### src/rtl/ahb_tdes_slave_if_if.sv
// AHB-Lite bus bundle for the 3DES slave front end.
// Master drives address/control/write data; slave returns read data and response.
interface ahb_tdes_slave_if_if #(
  parameter int DATA_W = 64
);
  logic              HSEL;
  logic [31:0]       HADDR;
  logic [1:0]        HTRANS;
  logic              HWRITE;
  logic [2:0]        HSIZE;
  logic              HREADY;
  logic [DATA_W-1:0] HWDATA;
  logic [DATA_W-1:0] HRDATA;
  logic              HREADYOUT;
  logic              HRESP;

  modport master (
    output HSEL, HADDR, HTRANS, HWRITE,
    output HSIZE, HREADY, HWDATA,
    input  HRDATA, HREADYOUT, HRESP
  );

  modport slave (
    input  HSEL, HADDR, HTRANS, HWRITE,
    input  HSIZE, HREADY, HWDATA,
    output HRDATA, HREADYOUT, HRESP
  );
endinterface

### src/rtl/ahb_tdes_slave_if.sv
// AHB-Lite slave holding 3DES mode/keys/block; launches the core, captures result.
// HTRANS_QUAL_EN: when defined, only NONSEQ/SEQ transfers are accepted.
module ahb_tdes_slave_if #(
  parameter logic [31:0] BASE_ADDR = 32'hAAAAAAA0,
  parameter int          DATA_W    = 64
) (
  input  logic              HCLK,
  input  logic              HRESET,
  ahb_tdes_slave_if_if.slave bus,
  output logic              core_start,
  output logic              core_enc,
  output logic [DATA_W-1:0] core_key1,
  output logic [DATA_W-1:0] core_key2,
  output logic [DATA_W-1:0] core_key3,
  output logic [DATA_W-1:0] core_data,
  input  logic              core_done,
  input  logic [DATA_W-1:0] core_result
);

  typedef enum logic [2:0] {
    S_IDLE, S_DPHASE, S_STALL,
    S_DDONE, S_ERR1, S_ERR2
  } state_t;

  state_t            state_q, state_d;
  logic [2:0]        off_q, off_d;
  logic              wr_q, wr_d;
  logic              enc_q, enc_d;
  logic [DATA_W-1:0] key1_q, key1_d;
  logic [DATA_W-1:0] key2_q, key2_d;
  logic [DATA_W-1:0] key3_q, key3_d;
  logic [DATA_W-1:0] data_q, data_d;
  logic [DATA_W-1:0] result_q, result_d;
  logic              busy_q, busy_d;
  logic              valid_q, valid_d;
  logic              start_q, start_d;

  logic [31:0]       off_full;
  logic              mapped;
  logic              sel;
  logic              accept;
  logic              illegal;
  logic              dphase;
  logic              launch;
  logic              hready;
  logic              hresp;
  logic [DATA_W-1:0] rdata;
  logic              unused_htrans;

  assign off_full = bus.HADDR - BASE_ADDR;
  assign mapped   = off_full < 32'd7;
  assign unused_htrans = ^bus.HTRANS;

`ifdef HTRANS_QUAL_EN
  assign sel = bus.HSEL & bus.HTRANS[1];
`else
  assign sel = bus.HSEL;
`endif

  assign accept  = sel & bus.HREADY & hready & mapped;
  assign illegal = (bus.HWRITE & (off_full[2:0] == 3'd5 |
                                  off_full[2:0] == 3'd6)) |
                   (bus.HSIZE != 3'b011);
  assign dphase  = state_q == S_DPHASE;

  always_comb begin
    state_d  = state_q;
    off_d    = off_q;
    wr_d     = wr_q;
    enc_d    = enc_q;
    key1_d   = key1_q;
    key2_d   = key2_q;
    key3_d   = key3_q;
    data_d   = data_q;
    result_d = result_q;
    busy_d   = busy_q;
    valid_d  = valid_q;
    start_d  = 1'b0;
    launch   = 1'b0;
    hready   = 1'b1;
    hresp    = 1'b0;
    rdata    = '0;

    unique case (state_q)
      S_DPHASE: begin
        // DATA write against a busy core holds the bus until done
        if (wr_q && off_q == 3'd4 && busy_q && !core_done)
          hready = 1'b0;
      end
      S_STALL: hready = 1'b0;
      S_ERR1: begin
        hready = 1'b0;
        hresp  = 1'b1;
      end
      S_ERR2: hresp = 1'b1;
      default: ;
    endcase

    if (dphase && wr_q && hready) begin
      case (off_q)
        3'd0: enc_d  = bus.HWDATA[0];
        3'd1: key1_d = bus.HWDATA;
        3'd2: key2_d = bus.HWDATA;
        3'd3: key3_d = bus.HWDATA;
        3'd4: launch = 1'b1;
        default: ;
      endcase
    end

    if (state_q == S_STALL && core_done)
      launch = 1'b1;

    if (dphase && !wr_q) begin
      case (off_q)
        3'd0: rdata = {{(DATA_W-1){1'b0}}, enc_q};
        3'd1: rdata = key1_q;
        3'd2: rdata = key2_q;
        3'd3: rdata = key3_q;
        3'd4: rdata = data_q;
        3'd5: rdata = result_q;
        3'd6: rdata = {{(DATA_W-2){1'b0}}, valid_q, busy_q};
        default: rdata = '0;
      endcase
      if (off_q == 3'd5)
        valid_d = 1'b0;
    end

    if (busy_q && core_done) begin
      result_d = core_result;
      busy_d   = 1'b0;
      valid_d  = 1'b1;
    end

    if (launch) begin
      data_d  = bus.HWDATA;
      start_d = 1'b1;
      busy_d  = 1'b1;
      valid_d = 1'b0;
    end

    if (dphase && !hready)
      state_d = S_STALL;
    else if (state_q == S_STALL)
      state_d = core_done ? S_DDONE : S_STALL;
    else if (state_q == S_ERR1)
      state_d = S_ERR2;
    else if (accept) begin
      state_d = illegal ? S_ERR1 : S_DPHASE;
      off_d   = off_full[2:0];
      wr_d    = bus.HWRITE;
    end else
      state_d = S_IDLE;
  end

  always_ff @(posedge HCLK or negedge HRESET) begin
    if (!HRESET) begin
      state_q  <= S_IDLE;
      off_q    <= '0;
      wr_q     <= 1'b0;
      enc_q    <= 1'b0;
      key1_q   <= '0;
      key2_q   <= '0;
      key3_q   <= '0;
      data_q   <= '0;
      result_q <= '0;
      busy_q   <= 1'b0;
      valid_q  <= 1'b0;
      start_q  <= 1'b0;
    end else begin
      state_q  <= state_d;
      off_q    <= off_d;
      wr_q     <= wr_d;
      enc_q    <= enc_d;
      key1_q   <= key1_d;
      key2_q   <= key2_d;
      key3_q   <= key3_d;
      data_q   <= data_d;
      result_q <= result_d;
      busy_q   <= busy_d;
      valid_q  <= valid_d;
      start_q  <= start_d;
    end
  end

  assign bus.HRDATA    = rdata;
  assign bus.HREADYOUT = hready;
  assign bus.HRESP     = hresp;
  assign core_start    = start_q;
  assign core_enc      = enc_q;
  assign core_key1     = key1_q;
  assign core_key2     = key2_q;
  assign core_key3     = key3_q;
  assign core_data     = data_q;

endmodule

### src/flat_wrapper.sv
// flat-port wrapper written by rule: the top's interface ports become plain ports
module ahb_tdes_slave_if_flat 
#(
  parameter logic [31:0] BASE_ADDR = 32'hAAAAAAA0,
  parameter int          DATA_W    = 64
)
  (HCLK, HRESET, core_start, core_enc, core_key1, core_key2, core_key3, core_data, core_done, core_result, bus_HSEL, bus_HADDR, bus_HTRANS, bus_HWRITE, bus_HSIZE, bus_HREADY, bus_HWDATA, bus_HRDATA, bus_HREADYOUT, bus_HRESP);
  ahb_tdes_slave_if_if #(.DATA_W(DATA_W)) bus_i ();
  input  logic HCLK;
  input  logic HRESET;
  output logic core_start;
  output logic core_enc;
  output logic [DATA_W-1:0] core_key1;
  output logic [DATA_W-1:0] core_key2;
  output logic [DATA_W-1:0] core_key3;
  output logic [DATA_W-1:0] core_data;
  input  logic core_done;
  input  logic [DATA_W-1:0] core_result;
  input wire logic [$bits(bus_i.HSEL)-1:0] bus_HSEL;
  input wire logic [$bits(bus_i.HADDR)-1:0] bus_HADDR;
  input wire logic [$bits(bus_i.HTRANS)-1:0] bus_HTRANS;
  input wire logic [$bits(bus_i.HWRITE)-1:0] bus_HWRITE;
  input wire logic [$bits(bus_i.HSIZE)-1:0] bus_HSIZE;
  input wire logic [$bits(bus_i.HREADY)-1:0] bus_HREADY;
  input wire logic [$bits(bus_i.HWDATA)-1:0] bus_HWDATA;
  output wire logic [$bits(bus_i.HRDATA)-1:0] bus_HRDATA;
  output wire logic [$bits(bus_i.HREADYOUT)-1:0] bus_HREADYOUT;
  output wire logic [$bits(bus_i.HRESP)-1:0] bus_HRESP;
  assign bus_i.HSEL = bus_HSEL;
  assign bus_i.HADDR = bus_HADDR;
  assign bus_i.HTRANS = bus_HTRANS;
  assign bus_i.HWRITE = bus_HWRITE;
  assign bus_i.HSIZE = bus_HSIZE;
  assign bus_i.HREADY = bus_HREADY;
  assign bus_i.HWDATA = bus_HWDATA;
  assign bus_HRDATA = bus_i.HRDATA;
  assign bus_HREADYOUT = bus_i.HREADYOUT;
  assign bus_HRESP = bus_i.HRESP;
  ahb_tdes_slave_if #(.BASE_ADDR(BASE_ADDR), .DATA_W(DATA_W)) u_core (.HCLK(HCLK), .HRESET(HRESET), .bus(bus_i), .core_start(core_start), .core_enc(core_enc), .core_key1(core_key1), .core_key2(core_key2), .core_key3(core_key3), .core_data(core_data), .core_done(core_done), .core_result(core_result));
endmodule
### config.mk
export PLATFORM = sky130hd
export DESIGN_NAME = ahb_tdes_slave_if_flat
export DESIGN_NICKNAME = d
export VERILOG_FILES = /design/src/rtl/ahb_tdes_slave_if_if.sv /design/src/rtl/ahb_tdes_slave_if.sv /design/src/flat_wrapper.sv
export SDC_FILE = /design/constraint.sdc
export NUM_CORES = 1
export LEC_CHECK = 0
export ABC_AREA = 1
export BUFFER_PORTS_ARGS = -buffer_cell sky130_fd_sc_hd__buf_2
export CORE_AREA = 2 2 194 196
export CTS_BUF_LIST = sky130_fd_sc_hd__clkbuf_4 sky130_fd_sc_hd__clkbuf_8 sky130_fd_sc_hd__clkbuf_16
export CTS_CLUSTER_DIAMETER = 200
export CTS_CLUSTER_SIZE = 14
export DETAILED_ROUTE_END_ITERATION = 6
export DIE_AREA = 0 0 196 198
export PLACE_DENSITY = 0.7
export SYNTH_ARGS = -nofsm -noshare
export SYNTH_HDL_FRONTEND = slang
export SYNTH_SLANG_ARGS = --single-unit
### constraint.sdc
create_clock -name HCLK -period 2.88 [get_ports HCLK]
set_clock_uncertainty 0.2 [all_clocks]
set_input_delay 0.576 -clock HCLK [delete_from_list [all_inputs] [get_ports HCLK]]
set_output_delay 0.576 -clock HCLK [all_outputs]
set_load 0.01 [all_outputs]
==> metrics.md, run 1 <==
| Metric | Value |
|---|---|
| Fmax | 337 MHz |
| Ys flop type | dfrtp_1 |
| Die Footprint | ~0.039 mm^2 |
| Layout area overhead | 30.5% |
| Port buffer count | slightly below 500 |
| Syn Inst Count | roughly 2100 |
| Vias/cell | 5.40 |
| Clk buf depth | 3 |
| Count leader, synth | nand2_1 |
| Num CTS Buffers | 27 |
| 1st-iter DRT viols | approximately 1100 |
| Clock sinks | roughly 330 |
| Setup TNS | -918 ps |
| Layout cell share with drive strength beyond 1 | 27.8% |
| Status | finished, violations left |
| Yosys cell types | 36 |
| Worst hold slack | approximately 45 ps |
| GPL Wtd Cong | a little over 0.9 |
| CTS tree | done |
| Die H | 198 um |
| H-tree depth | 1 |
| Crit path required time | ~2100 ps |
| Failing checks | design-rule violations, negative setup slack |
| Post-synth EDFFs | 0 |
| DR WL/cell | ~19 um |
| PwrDens | between 500 and 600 mW/mm^2 |
| Worst Setup Start Kind | register |
| Fin crit share | 103% |
| Seq/Total Area, Yosys | between 50 and 60% |
| VDD IR max | between 500 and 600 uV |
| Starting density of the core | a little over two fifths |
| DRC Markers | 2 |
| Reg2reg setup slack | approximately 390 ps |
| Overall global routing resource usage | 29.5% |
| Synth async-reset ratio | 100% |
| Total gr overflow | 0 |
| CTS clock-pin slew for the worst setup and hold paths | ~70 ps |
| Number of placed I/O pins | approximately 500 |
| Root Buffer | clkbuf_16 |
| Post-Syn Nets | 2264 |
| # setup viols final | 30 |
| Vias in the first global route | approximately 16000 |
| Leak | between 0.01 and 0.015 uW |
| Crit path max fanout | 8 |
| Chip width | a little under 200 um |
| Avg Cell Area, Syn | between 7 and 8 um^2 |
| # rows | 71 |
| Fin. Hold Viols | 0 |
| WP data arrival | roughly 2200 ps |
| Hold Path Class | input port to register |
| Max-cap violations | 0 |
| Yosys reg bits | between 300 and 400 |
| Detail Route Antenna Nets | 0 |
| Largest area contributor in the netlist | dfrtp_1 |
| Total number of vias | between 15000 and 20000 |
| Pin count of the biggest net entering global routing | between 80 and 90 |
| Top-area cell type share of the netlist area | approximately 52% |
| Drt first pass iters | 7 |
| Synthesis warning total | 0 |
| Post-synth top cells | 480 x nand2_1, 338 x inv_1, 331 x dfrtp_1 |
| Clock Latency Late Sink | 560 ps |
| RSZ-0062 raised after global routing | yes |
| Max_slew headroom | between 60 and 70% |
| Global-route wire length before repair | roughly 90000 um |
| Routed wire length | about 60000 um |
| Tmin final | around 3000 ps |
| Initial antenna violation count | 10 |
| Final setup margin | -85.1 ps |
| WS Path Type | register to output port |
| Actual slew at the worst max-slew pin | about 470 ps |
| Nets | 2747 |
| Hold path cells | 3 |
| Post-DP HPWL | around 40000 um |
| Synth area leaders | dfrtp_1 52%, nand2_1 11%, inv_1 7.9% |
| Mapped Area | around 0.016 mm^2 |
| CP Capture Type | output port |
| Worst reg2reg path depth | 11 |
| Fin. max-slew vios | 0 |
| Core area | around 0.037 mm^2 |
==> metal layers <==
metal	routed length [um]	track usage (%)	part of all wire, %
met5	41	0	0.070
met4	2200	12.4	3.7
met3	5140	5.74	8.7
met2	28000	49.3	48
met1	23500	37.8	40
==> critical path, cell delays in order (launching register included) <==
cell     delay [ps]
dfrtp_2         540
nand3_4         150
buf_12          170
buf_12          140
buf_12          130
o22ai_2         130
nor3_1           70
nor2_1          130
buf_2           160
==> layout by cell type, fill, tap and decap left out, types with 3 or more instances in the layout <==
cell type / count
o22ai_2: 26
buf_12: 33
nor2_1: 207
buf_2: 488
dfrtp_2: 3
nor2_2: 12
nand2_2: 9
buf_6: 8
nor2_4: 10
nand4_1: 6
dfrtp_1: 328
nand2_1: 475
nand3_1: 43
o21ai_0: 229
o21ai_1: 3
nand3_4: 3
clkbuf_16: 30
diode_2: 7
nor3_2: 7
a211oi_2: 15
buf_4: 28
a21oi_1: 77
inv_1: 336
inv_2: 17
o22ai_4: 4
a211oi_1: 19
nand2_4: 5
o22ai_1: 98
nor3_1: 27
==> timing repair <==
| item | CTS | global route |
|---|---|---|
| buffers inserted | 17 | 10 |
| pin swaps | 12 | 9 |
| endpoints found under the hold margin | 42 | 0 |
| resized for setup | 38 | 75 |
| gates cloned | 4 | 3 |
| endpoints found under the setup margin | 64 | 64 |
| hold buffers | 1 | 0 |
==> area by class of cell <==
class                   count  area (um^2)
fillers                  3452        16000
flip-flops and latches    331         8290
multi-input cells        1292         6430
repair buffers            566         3610
inverters                 357         1350
clock buffers              27          676
well taps                 474          593
clock inverters             2         27.5
diodes                      7         17.5
==> logic make-up (layout without fill, tap and decap cells) <==
group | count (synthesis) | count (layout) | share of synthesized area [%]
AND/OR/NAND/NOR | 810 | 810 | 20.3
AO/OA/AOI/OAI | 480 | 480 | 16.6
other | 0 | 7 | 0
XOR/XNOR | 1 | 1 | 0.0545
buffers and inverters | 469 | 952 | 11.4
adder cells (fa/ha/maj) | 1 | 1 | 0.0778
flip-flops | 331 | 331 | 51.5
==> flip-flops by register name, indices dropped and copies added (netlist names) <==
register and count:
u_core.busy_q 1, u_core.core_data 64, u_core.core_enc 1, u_core.core_key1 64
u_core.core_key2 64, u_core.core_key3 64, u_core.core_start 1, u_core.off_q 3
u_core.result_q 64, u_core.state_q 3, u_core.valid_q 1, u_core.wr_q 1
==> where the power goes <==
group          total, uW  internal, uW  switching, uW
Sequential          5620          5290            332
Clock               3350          1670           1680
Combinational       1900           673           1230
Total              10900          7630           3250
==> stage by stage <==
step | std cells | utilization (%) | power, uW | instance area [um^2] | setup slack, ps
6_report | 3056 | 56.8 | 10900 | 21000 | -85.1
5_1_grt | 3055 | 56.8 | 11400 | 21000 | -163
4_1_cts | 3037 | 55.3 | 10900 | 20500 | -88.8
3_5_place_dp | 2987 | 52.3 | 7550 | 19300 | 97.9
3_3_place_gp | 2987 | 52.3 | 7480 | 19300 | 132
2_1_floorplan | 2092 | - | 6580 | 16100 | 552
==> worst paths after layout <==
kind                                       from              endpoint
min in group asynchronous                HRESET   u_core.result_q[28]
max in group asynchronous                HRESET  u_core.core_key3[58]
max                             u_core.off_q[0]        bus_HRDATA[32]
max reg2reg                     u_core.off_q[0]  u_core.core_key1[50]
min                             core_result[59]   u_core.result_q[59]
min reg2reg                u_core.core_data[57]  u_core.core_data[57]
(Power assumes the default switching activity.)
==> run 2, diff against run 1 <==
--- a/config.mk
+++ b/config.mk
@@ -14,6 +14,7 @@
 export DETAILED_ROUTE_END_ITERATION = 6
 export DIE_AREA = 0 0 196 198
 export PLACE_DENSITY = 0.7
+export SKIP_CTS_REPAIR_TIMING = 1
 export SYNTH_ARGS = -nofsm -noshare
 export SYNTH_HDL_FRONTEND = slang
 export SYNTH_SLANG_ARGS = --single-unit
==> constraint.sdc (replaced) <==
create_clock -name HCLK -period 3.3 [get_ports HCLK]
set_clock_uncertainty 0.2 [all_clocks]
set_input_delay 0.66 -clock HCLK [delete_from_list [all_inputs] [get_ports HCLK]]
set_output_delay 0.66 -clock HCLK [all_outputs]
set_load 0.01 [all_outputs]
==> run 2 against run 1 <==
  * The run now ends clean
  * Sequential share of layout area rose by 1.4 points
  * Non-clock buffer count decreased by 14
  * Register-to-register slack better by 360 ps
  * Cell count shrank 0.23%
  * Flip-flop and latch count stayed put
  * Combinational power down 15%
  * Sequential power decreased by 13%
  * Critical path type unchanged
==> metrics.md, run 2 (same netlist as run 1, synthesis figures left out) <==
| Metric | Value |
|---|---|
| Max_slew headroom | 50.5% (-18 points) |
| PwrDens | 466 mW/mm^2 (-10%) |
| Final setup margin | 60.2 ps (+145 ps) |
| Commonest non-fill, non-tap cell in the layout | buf_2 |
| Leak | 0.0106 uW (-3.2%) |
| Die H | 198 um (unchanged) |
| Chip width | 196 um (unchanged) |
| Hold Path Class | input port to register |
| Reg2reg setup slack | 750 ps (+360 ps) |
| Port buffer count | 492 (unchanged) |
| Met2 Use GR | 47.1% (-2.2 points) |
| Layout cell share with drive strength beyond 1 | 25.2% (-2.6 points) |
| Clock Latency Late Sink | 570 ps (about the same) |
| Max-cap violations | 0 (unchanged) |
| Status | finished, final reports clean |
| Total number of vias | 16200 (-1.6%) |
| Final core occ | 54.8% (-2.0 points) |
| Layout area overhead | 26.0% |
| Worst Path Buf+Inv | 4 (unchanged) |
| Detail Route Antenna Nets | 0 (unchanged) |
| Fin crit share | between 90% and 100% |
| Clk buf depth | 3 (unchanged) |
| Starting density of the core | 43.5% (unchanged) |
| Routed wire length | 57300 um (-2.7%) |
| Slowest cell delay on critical path | 430 ps (-110 ps) |
| CP top delay family | buffers and inverters |
| Number of placed I/O pins | 495 (unchanged) |
| Reg2reg start | u_core.off_q[0] |
| Overall global routing resource usage | 28.4% (-1.2 points) |
| Commonest cells after routing, fill and taps aside | 491 x buf_2, 475 x nand2_1, 336 x inv_1 |
| 1st-iter DRT viols | 1279 (+21%) |
| GRT met3 Usage | 5.59% (-0.15 points) |
| CTS clock-pin slew for the worst setup and hold paths | 70 ps (about the same) |
| Post-DP HPWL | 39000 um (-1.4%) |
| Pin count of the biggest net entering global routing | 97 (+20%) |
| Placed inst area | 0.0192 mm^2 (-0.41%) |
| Cell Count, Final, Fillers Out | 3049 (-0.23%) |
| DR WL/cell | 18.8 um (-2.4%) |
| # rows | 71 (unchanged) |
| Root Buffer | clkbuf_16 |
| Num CTS Buffers | 27 (unchanged) |
| Fin. Hold Viols | 0 (unchanged) |
| Nets | 2736 (-0.40%) |
| Vias/cell | 5.32 (-1.4%) |
| Setup TNS | 0 ps (+918 ps) |
| Drt first pass iters | 6 (-1) |
| Critical-path cell list | clkinvlp_4 -> nand3_4 -> buf_4 -> buf_12 -> o22ai_1 -> a211oi_1 -> nor2_1 -> buf_2 |
| Crit path max fanout | 9 (+1) |
| Finished Cell Area | 0.0203 mm^2 (-3.5%) |
| WS Path Type | register to output port |
| GRT Max-Usage Layer | met2 |
| CP startpoint | u_core.off_q[2] |
| Crit path to | bus_HRDATA[24] |
| Actual slew at the worst max-slew pin | 743 ps (+274 ps) |
| Reg2reg end | u_core.core_key2[21] |
| H-tree depth | 1 (unchanged) |
| Total gr overflow | 0 (unchanged) |
| Global-route wire length before repair | 86800 um (-3.9%) |
| GR Util met1 | 36.4% (-1.4 points) |
| Crit path required time | 2440 ps (+340 ps) |
| RSZ-0062 raised after global routing | yes |
| Die Footprint | 0.0388 mm^2 (unchanged) |
| Tmin final | roughly 3200 ps |
| Worst Setup Start Kind | register |
| GPL Wtd Cong | 0.906 (-0.36%) |
| VDD IR max | 402 uV (-22%) |
| Initial antenna violation count | 12 (+2) |
| Fin. max-slew vios | 0 (unchanged) |
| Core area | 0.0370 mm^2 (unchanged) |
| CP Capture Type | output port |
| Slowest CP cell | dfrtp_2 |
| # setup viols final | 0 (-100%) |
| DRC Markers | 0 (-2) |
| Post-Place Cells | 2983 (-0.13%) |
| Cell depth of the worst setup path | 8 (unchanged) |
| WP data arrival | 2380 ps (+190 ps) |
| Clock sinks | 331 (unchanged) |
| Fmax | around 310 MHz |
| Vias in the first global route | 15900 (-3.2%) |
| CTS tree | done |
| Dpl ws | 375 ps (+277 ps) |
| Worst reg2reg path depth | 10 (-1) |
[run 2: cell type report]
type	instances	area [um^2]
diodes	11	27.5
clock buffers	27	676
clock inverters	2	27.5
fillers	3511	16700
inverters	357	1350
multi-input cells	1295	6100
flip-flops and latches	331	8290
well taps	474	593
repair buffers	552	3190
[run 2: worst reg2reg max path: stages, from the launching register on]
cell     delay [ps]
dfrtp_4         510
nor2_1           90
nand2_2         130
nor2_1           60
nand2_1          80
nand2_1          80
inv_1           100
nand2_1         240
nor2_4          200
buf_4           490
o21ai_0         210
[run 2: how the worst min path moves through the flow]
stage                               startpoint                   end  slack, ps  depth (start not counted)
after floorplan                         HRESET         u_core.busy_q        160                          0
after global placement    u_core.core_data[57]  u_core.core_data[57]        280                          2
after detailed placement  u_core.core_data[57]  u_core.core_data[57]        280                          2
after CTS                               HRESET  u_core.core_key3[28]        -80                          1
after global routing           core_result[56]   u_core.result_q[56]        120                          3
final                           bus_HWDATA[33]  u_core.core_data[33]        130                          3
[run 2: routing by layer]
layer  up-vias  share of wire [%]  wire (um)
met2       843                 47      26900
li1       7568                  -          -
met1      7684                 40      22800
met5         -              0.072         41
met4         6                3.8       2170
met3       132                9.4       5380
[run 2: metrics by stage]
stage / total power, uW / hold WS (ps)
floorplan: 5750 / 164
global placement: 6510 / 276
detailed placement: 6570 / 280
CTS: 9510 / -81.4
global route: 9920 / 122
finish: 9440 / 133
[run 2: power breakdown]
part / internal (uW) / switching (uW) / total (uW)
Combinational: 574 / 1040 / 1620
Sequential: 4610 / 271 / 4890
Clock: 1450 / 1490 / 2940
Total: 6640 / 2800 / 9440
==> run 3, diff against run 2 <==
--- a/config.mk
+++ b/config.mk
@@ -13,6 +13,7 @@
 export CTS_CLUSTER_SIZE = 14
 export DETAILED_ROUTE_END_ITERATION = 6
 export DIE_AREA = 0 0 196 198
+export HOLD_SLACK_MARGIN = 0.05
 export PLACE_DENSITY = 0.7
 export SKIP_CTS_REPAIR_TIMING = 1
 export SYNTH_ARGS = -nofsm -noshare
==> constraint.sdc (replaced) <==
create_clock -name HCLK -period 3.3 [get_ports HCLK]
set_clock_uncertainty 0.2 [all_clocks]
set_input_delay 0.66 -clock HCLK [delete_from_list [all_inputs] [get_ports HCLK]]
set_output_delay 0.66 -clock HCLK [all_outputs]
set_load 0.005 [all_outputs]
==> run 3 against run 2 <==
  * Maximum frequency grew 0.20%
  * Clock power barely moved
  * Count of clock-buffer cells in the layout is the same
  * Sequential share of layout area decreased by 0.19 points
  * Critical endpoint is now bus_HRDATA[23]
  * Via count increased by 1.5%
  * Largest cell class unchanged
  * Wire length grew 1.8%
==> metrics.md, run 3 (same netlist as run 1, synthesis figures left out) <==
| Metric | Value |
|---|---|
| PwrDens | 459 mW/mm^2 (-1.6%) |
| Multi-input gate area | 0.00614 mm^2 (+0.68%) |
| Metal-1 WL | 23000 um (+0.82%) |
| Fmax | 309 MHz (+0.20%) |
| WS Path Type | register to output port |
| Clock Latency Late Sink | 560 ps (about the same) |
| Leak | 0.0106 uW (+0.41%) |
| Clock sinks | 331 (unchanged) |
| CP top delay family | buffers and inverters |
| Fill cells | 3476 (-1.0%) |
| GPL Wtd Cong | 0.901 (-0.54%) |
| Hold wc startpoint | core_result[53] |
| Final setup margin | 66.8 ps (+6.57 ps) |
| Fin. max-slew vios | 0 (unchanged) |
| Crit path required time | 2440 ps (about the same) |
| Core area | 0.0370 mm^2 (unchanged) |
| Slowest CP cell | dfrtp_2 |
| Tmin final | 3230 ps (-6.57 ps) |
| Starting density of the core | 43.5% (unchanged) |
| Layout cell share with drive strength beyond 1 | 25.6% (+0.39 points) |
| Total number of vias | 16500 (+1.5%) |
| Routed wl met2 | 27400 um (+1.8%) |
| Die Footprint | 0.0388 mm^2 (unchanged) |
| Clk buf depth | 3 (unchanged) |
| Global-route wire length before repair | 87000 um (+0.17%) |
| DRC Markers | 0 (unchanged) |
| Reg2reg start | u_core.off_q[2] |
| Commonest cells after routing, fill and taps aside | 491 x buf_2, 475 x nand2_1, 336 x inv_1 |
| WP data arrival | 2370 ps (about the same) |
| Dpl ws | 374 ps (-1.55 ps) |
| CTS tree | done |
| Port buffer count | 492 (unchanged) |
| Register area | 0.00829 mm^2 (about the same) |
| Root Buffer | clkbuf_16 |
| Total gr overflow | 0 (unchanged) |
| Number of placed I/O pins | 495 (unchanged) |
| Worst hold slack | 129 ps (-3.88 ps) |
| # setup viols final | 0 (unchanged) |
| Top Layer Used | met5 |
| Actual slew at the worst max-slew pin | 759 ps (+16.2 ps) |
| CP Capture Type | output port |
| Max_slew headroom | 49.4% (-1.1 points) |
| Num CTS Buffers | 27 (unchanged) |
| Max-cap violations | 0 (unchanged) |
| CP startpoint | u_core.off_q[2] |
| Worst Setup Start Kind | register |
| Worst Path Buf+Inv | 4 (unchanged) |
| Pin count of the biggest net entering global routing | 97 (unchanged) |
| Post-DP HPWL | 39400 um (+1.0%) |
| Hold Path Class | input port to register |
| Commonest non-fill, non-tap cell in the layout | buf_2 |
| Vias/cell | 5.41 (+1.6%) |
| 1st-iter DRT viols | 1257 (-1.7%) |
| Detail Route Antenna Nets | 0 (unchanged) |
| RSZ-0062 raised after global routing | yes |
| Met3 WL post-DR | 5290 um (-1.6%) |
| # rows | 71 (unchanged) |
| Nets | 2736 (unchanged) |
| Fin. Hold Viols | 0 (unchanged) |
| Initial antenna violation count | 9 (-3) |
| Drt first pass iters | 5 (-1) |
| Status | finished, final reports clean |
| H-tree depth | 1 (unchanged) |
| Layout area overhead | 26.5% |
| Fin crit share | 98.0% (-0.20 points) |
| Vias in the first global route | 15900 (+0.088%) |
| Setup TNS | 0 ps (unchanged) |
| Die H | 198 um (unchanged) |
| CTS clock-pin slew for the worst setup and hold paths | 70 ps (about the same) |
| Overall global routing resource usage | 28.4% (+0.049 points) |
| VDD IR max | 388 uV (-3.5%) |
| Slowest cell delay on critical path | 470 ps (+40 ps) |
| Critical-path cell list | clkinvlp_4 -> buf_6 -> nand3_4 -> buf_12 -> o22ai_1 -> nor3_2 -> nor2_1 -> buf_2 |
| DR WL/cell | 19.1 um (+1.9%) |
| Routed wire length | 58300 um (+1.8%) |
| Chip width | 196 um (unchanged) |
| Crit path max fanout | 13 (+4) |
run 3: final cells by class:
type                            count  area share (%)
Clock buffer                       27            3.32
Antenna cell                        8          0.0984
Timing Repair Buffer              553            16.0
Inverter                          357            6.62
Clock inverter                      2           0.135
Multi-Input combinational cell   1294            30.2
Sequential cell                   331            40.7
Tap cell                          474            2.92
run 3: worst paths after layout:
check / to / slack, ps / cells after the start
max: bus_HRDATA[23] / 70 / 8
min in group asynchronous: u_core.core_key2[28] / 500 / 2
min: u_core.result_q[53] / 130 / 3
max in group asynchronous: u_core.core_key2[19] / 1560 / 3
min reg2reg: u_core.core_data[44] / 310 / 2
max reg2reg: u_core.core_key1[32] / 750 / 11
run 3: power by group:
part / switching, uW / total, uW / internal, uW
Combinational: 944 / 1520 / 572
Sequential: 276 / 4890 / 4610
Clock: 1480 / 2930 / 1450
Total: 2700 / 9340 / 6640
run 3: metrics by stage:
step	area, um^2	std cells	utilization (%)	power [uW]
floorplan	16100	2092	-	5640
global placement	19200	2984	52.1	6400
detailed placement	19200	2984	52.1	6470
CTS	19900	3013	54.0	9390
global route	20300	3042	55.0	9810
finish	20300	3046	55.0	9340
run 3: per-layer routing:
layer | GRT usage [%] | up-vias
met2 | 47.1 | 854
met5 | 0 | -
met4 | 12.9 | 6
li1 | - | 7587
met1 | 36.1 | 7878
met3 | 5.69 | 153
run 3: tightest hold or removal path, delay by kind of cell:
family                 cells  cell delay (ps)
AO/OA/AOI/OAI              1              100
buffers and inverters      1               80
AND/OR/NAND/NOR            1               40
